==> src/rtl/latch_bank.sv <==
// latch_bank: per-bit set/clear latches with direct load and a round-robin
// read-and-clear handshake.
module latch_bank #(
  parameter int W = 4,
  parameter int N = 2,
  parameter int CLR_PRI = 1,
  localparam int CW = (N > 1) ? $clog2(N) : 1
) (
  input  logic            i_clk,
  input  logic            i_rst,
  input  logic [N*W-1:0]  i_set,
  input  logic [N*W-1:0]  i_clear,
  input  logic            i_ld_en,
  input  logic [CW-1:0]   i_ld_ch,
  input  logic [W-1:0]    i_ld_data,
  input  logic            i_rd_req,
  output logic            o_rd_ack,
  output logic [CW-1:0]   o_rd_ch,
  output logic [W-1:0]    o_rd_data,
  output logic [N*W-1:0]  o_out,
  output logic [N-1:0]    o_any,
  output logic            o_irq
);
  typedef enum logic [1:0] {IDLE, GRANT, WAIT} st_t;
  st_t st_q, st_d;
  logic [N*W-1:0] out_q, out_d;
  logic [CW-1:0] sel_q, sel_d, last_q, last_d, pick;
  logic [W-1:0] data_q, data_d, cur;
  for (genvar g = 0; g < N; g++) begin : g_any
    assign o_any[g] = |out_q[g*W +: W];
  end
  assign o_out     = out_q;
  assign o_irq     = |o_any;
  assign cur       = out_q[int'(sel_q)*W +: W];
  assign o_rd_ack  = (st_q == GRANT);
  assign o_rd_ch   = sel_q;
  assign o_rd_data = o_rd_ack ? cur : data_q;
  // Scan downward so the channel nearest after last-served wins.
  always_comb begin
    pick = last_q;
    for (int i = N; i >= 1; i--)
      if (o_any[(int'(last_q) + i) % N]) pick = CW'((int'(last_q) + i) % N);
  end
  // Load beats read-clear, read-clear beats set/clear; set bits survive a read.
  always_comb begin
    out_d = out_q;
    for (int c = 0; c < N; c++) begin
      out_d[c*W +: W] = (CLR_PRI != 0)
        ? (out_q[c*W +: W] | i_set[c*W +: W]) & ~i_clear[c*W +: W]
        : (out_q[c*W +: W] & ~i_clear[c*W +: W]) | i_set[c*W +: W];
      if (st_q == GRANT && int'(sel_q) == c) out_d[c*W +: W] = i_set[c*W +: W];
      if (i_ld_en && int'(i_ld_ch) == c) out_d[c*W +: W] = i_ld_data;
    end
  end
  always_comb begin
    st_d   = st_q;
    sel_d  = sel_q;
    last_d = last_q;
    data_d = data_q;
    case (st_q)
      IDLE: if (i_rd_req && o_irq) begin
        st_d  = GRANT;
        sel_d = pick;
      end
      GRANT: begin
        st_d   = WAIT;
        last_d = sel_q;
        data_d = cur;
      end
      WAIT:    st_d = i_rd_req ? WAIT : IDLE;
      default: st_d = IDLE;
    endcase
  end
  always_ff @(posedge i_clk or negedge i_rst) begin
    if (!i_rst) begin
      st_q   <= IDLE;
      out_q  <= '0;
      sel_q  <= '0;
      last_q <= CW'(N - 1);
      data_q <= '0;
    end else begin
      st_q   <= st_d;
      out_q  <= out_d;
      sel_q  <= sel_d;
      last_q <= last_d;
      data_q <= data_d;
    end
  end
endmodule

==> config.mk <==
export PLATFORM = sky130hd
export DESIGN_NAME = latch_bank
export DESIGN_NICKNAME = d
export VERILOG_FILES = /design/src/rtl/latch_bank.sv
export SDC_FILE = /design/constraint.sdc
export NUM_CORES = 1
export LEC_CHECK = 0
export BUFFER_PORTS_ARGS = -buffer_cell sky130_fd_sc_hd__buf_2
export CORE_MARGIN = 2
export CORE_UTILIZATION = 39
export CTS_CLUSTER_SIZE = 16
export DETAILED_ROUTE_END_ITERATION = 8
export PLACE_DENSITY = 0.73
export SLEW_MARGIN = 30
export SYNTH_ARGS = -nofsm -noshare
export SYNTH_HDL_FRONTEND = slang
export SYNTH_SLANG_ARGS = --single-unit
==> constraint.sdc <==
create_clock -name i_clk -period 1.3 [get_ports i_clk]
set_input_delay 0.065 -clock i_clk [delete_from_list [all_inputs] [get_ports i_clk]]
set_output_delay 0.065 -clock i_clk [all_outputs]
set_load 0.05 [all_outputs]
; After elaboration in Yosys (flattened, before gate mapping)
; Cells that the tools add are included.
[word_totals]
regBits = 16
latch_bits = 0
mem_bits_rw = 0
mem_bits_ro = 0
in_bits = 25
out_inout_bits = 17
n_memories = 0
[classes]
addsub = 2
n_mul = 0
n_div = 0
n_lt_le_gt_ge = 2
eq_ne = 3
shifts = 1
muxes = 16
n_bitwise = 10
n_reduce_logical = 10
[ops]
columns = op, n
row1 = $mux 4, 5
row2 = $and 4x4->4, 2
row3 = $mux 1, 8
row4 = $not 4->4, 2
row5 = $or 4x4->4, 2
row6 = $reduce_or 4->1, 2
row7 = $reduce_or 8->1, 1
row8 = $shiftx 8x4->4, 1
row9 = $lt 2x3->1 const B, 2
row10 = $pmux 2 s3, 1
row11 = $logic_and 1x1->1, 5
row12 = $mux 2, 2
row13 = $add 1x1->1 const B, 2
row14 = $and 1x1->1 const A, 2
row15 = $eq 2x1->1 const B, 1
row16 = $eq 2x2->1 const B, 1
row17 = $logic_not 2->1, 1
row18 = $ne 2x2->1 const B, 1
row19 = $not 1->1, 2
row20 = $reduce_and 2->1, 1

; Depth between registers and ports, before layout
[logic_depth]
ltp_word = 7
depth_mapped = 5

; Worst setup path after synthesis
; OpenSTA, ideal clock, no wires.
[synth_path]
path_type = flip-flop to flip-flop
from = register sel_q (netlist: o_rd_ch)
to = register data_q[2]
setup_time_ns = 0.248
arrival_ns = 2.041
setup_slack_ns = -0.989
path_stages_with_launch = 4
synth_period_minus_slack_ns = 2.289
cell_sequence = dfrtp_1 -> buf_6 -> mux2i_1 -> o21ai_0
[synth_between]
elab_chain_len = 2
[synth_lines]
columns = element, line_no
row1 = start: declaration, 27  ; logic [CW-1:0] sel_q, sel_d, last_q, last_d, pick;
row2 = start signal: assignment, 84  ; sel_q <= sel_d;
row3 = $shiftx 8x4->4, 34  ; assign cur = out_q[int'(sel_q)*W +: W];
row4 = $mux 4, n/a
row5 = net o_rd_data[2], 19  ; output logic [W-1:0] o_rd_data,
row6 = end signal: assignment, 86  ; data_q <= data_d;
row7 = end: declaration, 28  ; logic [W-1:0] data_q, data_d, cur;
; The timed path passes the listed nets, and every way through them passes these cells.
; A chain may end at the register's enable or synchronous reset.

; Worst setup path in the final report
[layout_path]
from = register out_q[5] (netlist: o_out[5])
to = output port o_irq
[layout_between]
elab_chain_len = 1
[layout_lines]
columns = element, line_no
row1 = start: declaration, 26  ; logic [N*W-1:0] out_q, out_d;
row2 = start signal: assignment, 83  ; out_q <= out_d;
row3 = $reduce_or 8->1, 33  ; assign o_irq = |o_any;
row4 = end: declaration, 22  ; output logic o_irq
; Every way passes these cells.

==> impl_metrics.json <==
{
  "synth_top_area_share_pct": 46.08,
  "synth_cell_types": 22,
  "hpwl_um": 1569,
  "die_w_um": 49.70,
  "num_rows": 16,
  "finClkSkew_ns": 0.008609,
  "clockRootBuffer": "clkbuf_4",
  "grt_pass1_vias": 910,
  "synth_seq_cells": 16,
  "clock.fmax_ghz": 0.6800,
  "cp-startpoint": "o_out[5]$_DFF_PN0_",
  "ir_drop_mv": 1.478,
  "cpLargestDelayFamily": "flip-flops",
  "clockBufferDepth": 2,
  "postRouteWirelength_um": 2648,
  "setup_violations": 12,
  "cpMaxStageDelayCell": "dfrtp_2",
  "rr_startpoint": "o_rd_ch$_DFFE_PN0P_",
  "rsz0062_at_grt": "yes",
  "met3_usage_pct": 6.970,
  "cts.sinks": 16,
  "grt_first_pass_wirelength_um": 4022,
  "gp_congestion": 0.7530,
  "crit_buf_inv": 2,
  "met2_usage_pct": 36.89,
  "fin_setup_tns_ns": -1.186,
  "cp.required_ns": 1.24,
  "clk_pin_slew_ns": 0.09,
  "grt_max_degree": 17,
  "clk_latency_ns": 0.29,
  "yosysTopAreaCell": "dfrtp_1",
  "fin_nets": 176,
  "antenna_found_initial": 0,
  "hold_depth": 3,
  "syn_to_final_growth_pct": 80.49,
  "synthCells": 84,
  "antenna_cells": 0,
  "worstPathCellList": "nor4_4 -> buf_4 -> nand2_2 -> buf_6",
  "grt_usage_pct": 21.16,
  "leakagePower_nw": 0.7110,
  "portBuffers": 41,
  "synthTopCellsByArea": "dfrtp_1 (46%), a21o_1 (7.4%), nand2_1 (6.5%), a21oi_1 (5.5%), mux2i_1 (4.9%)",
  "start_util_pct": 41.52,
  "violations": "setup timing",
  "first_pass_iters": 3,
  "dieArea_mm2": 0.002470,
  "avgSynthCellArea_um2": 9.697,
  "min_from": "i_clear[7]",
  "finalCriticalPeriod_ns": 1.471,
  "ios": 42,
  "wl_per_cell_um": 14.96,
  "grt-ovfl-total": 0,
  "outcome": "finished, violations left",
  "num_vias": 905,
  "slew_viol_final": 0,
  "tritoncts": "done",
  "vias_per_cell": 5.113,
  "start_kind": "flop",
  "syn-num-nets": 109,
  "powerDensity_mw_per_mm2": 2246,
  "remaining_drc_errors": 0,
  "cpPeakStageDelay_ns": 0.45,
  "grt-busiest-layer": "met2",
  "seq_area_frac_synth_pct": 49.31,
  "drv_cap": 0,
  "drt_iter0_markers": 3,
  "synth_warnings": 0,
  "placed_cell_area_mm2": 0.001161,
  "cts_made_buffers": 3,
  "crit_cells": 4,
  "drtAntennaViolNets": 0,
  "grtUsageMet1_pct": 25.92,
  "worst_pin_slew_ns": 0.5363,
  "cp.arrival_ns": 1.41,
  "power_mw": 3.303,
  "hold_violations": 0,
  "relSlewSlack_pct": 64.17,
  "worstSetupPathType": "reg2out",
  "end_kind": "output pin",
  "drive_gt1_share_pct": 68.67,
  "cts-htree-levels": 1,
  "syn-cell-area_um2": 814.5,
  "setup_slack_ns": -0.1706,
  "crit_fanout": 4,
  "dieHeight_um": 49.70,
  "reg2reg_depth": 4,
  "period_share_pct": 113.1,
  "hold_path_class": "in2reg",
  "coreArea_mm2": 0.001962,
  "design_area_mm2": 0.001470
}
-- routing by layer --
metal,vias to the layer above,wire (µm)
li1,427,-
met2,34,1353
met3,2,141
met5,-,0
met1,442,1140
met4,0,12
-- state kept, by name, summed over array words and instances (netlist names) --
| name | cells |
|---|---|
| data_q | 4 |
| last_q | 1 |
| o_out | 8 |
| o_rd_ch | 1 |
| st_q | 2 |
-- worst reg2reg max path, stage by stage (launching register included) --
cell     delay [ns]
dfrtp_2        0.44
buf_4          0.15
or3b_4         0.41
a21o_1         0.20
o21ai_2        0.10
-- synthesized netlist by cell type, drive strengths merged --
master,count
or3b,2
o21a,1
o32a,1
inv,3
dfrtp,15
buf,4
nand2,14
mux2i,4
and2,1
nor2,2
nand3b,2
clkbuf,1
a21oi,9
o21ai,12
a21o,8
nor2b,1
nand2b,1
nor4,2
dfstp,1
-- final cells by class --
type | instances | area [µm²]
clock buffers | 4 | 36.28
fillers | 144 | 491.7
inverters | 3 | 13.76
multi-input cells | 61 | 496.7
flip-flops and latches | 16 | 410.4
well taps | 27 | 33.78
repair buffers | 66 | 479.2
-- where the power goes --
group | internal (mW) | switching, mW | total (mW) | leakage [nW]
registers | 0.675 | 0.151 | 0.827 | 0.189
logic | 0.916 | 1.22 | 2.14 | 0.501
clock network | 0.171 | 0.165 | 0.335 | 0.0210
-- placed cells by master, fill, tap and decap left out, types with 2 or more instances in the layout --
cell and n:
dlygate4sd3_1 5, nand3b_1 2, clkbuf_4 3, nand2_2 5
buf_6 9, nand2_1 9, o21ai_1 4, a21o_1 8
a21oi_2 5, buf_4 17, mux2i_2 3, buf_2 33
dfrtp_2 7, or3b_4 3, dfrtp_1 8, o21ai_4 4
a21oi_1 4, o21ai_2 4
-- worst paths after layout --
path	to	slack, ns
worst min register to register	data_q[0]$_DFF_PN0_	0.51
worst max register to register	o_out[1]$_DFF_PN0_	-0.07
worst min-delay path	o_out[7]$_DFF_PN0_	0.03
max in group asynchronous	last_q$_DFFE_PN1N_	0.78
worst max-delay path	o_irq	-0.17
min in group asynchronous	st_q[0]$_DFFE_PN0P_	0.21
-- cells by family (layout without fill, tap and decap cells) --
kind of cell	after synthesis	in the layout	synth area share, %
mux	4	4	4.916
compound gates	31	31	24.27
simple gates	25	26	15.98
buf+inv	8	73	5.530
flops	16	16	49.31
-- repair_timing --
item,CTS,global route
hold buffers,5,0
resized for setup,29,12
hold endpoints to repair,21,0
pin swaps,7,5
setup buffers,9,6
gates cloned,0,1
endpoints found under the setup margin,12,18
-- through the flow --
stage | setup WS, ns | util (%) | std cells | hold slack (ns)
finish | -0.1706 | 74.94 | 177 | 0.02596
global route | -0.2474 | 74.94 | 177 | 0.03384
CTS | -0.1668 | 70.98 | 171 | 0.02493
detailed placement | -0.06315 | 59.18 | 153 | -0.002349
global placement | -0.01971 | 59.18 | 153 | -0.007435
floorplan | -0.1910 | - | 84 | -0.2306
No activity file was read; power rests on OpenSTA's default activity.
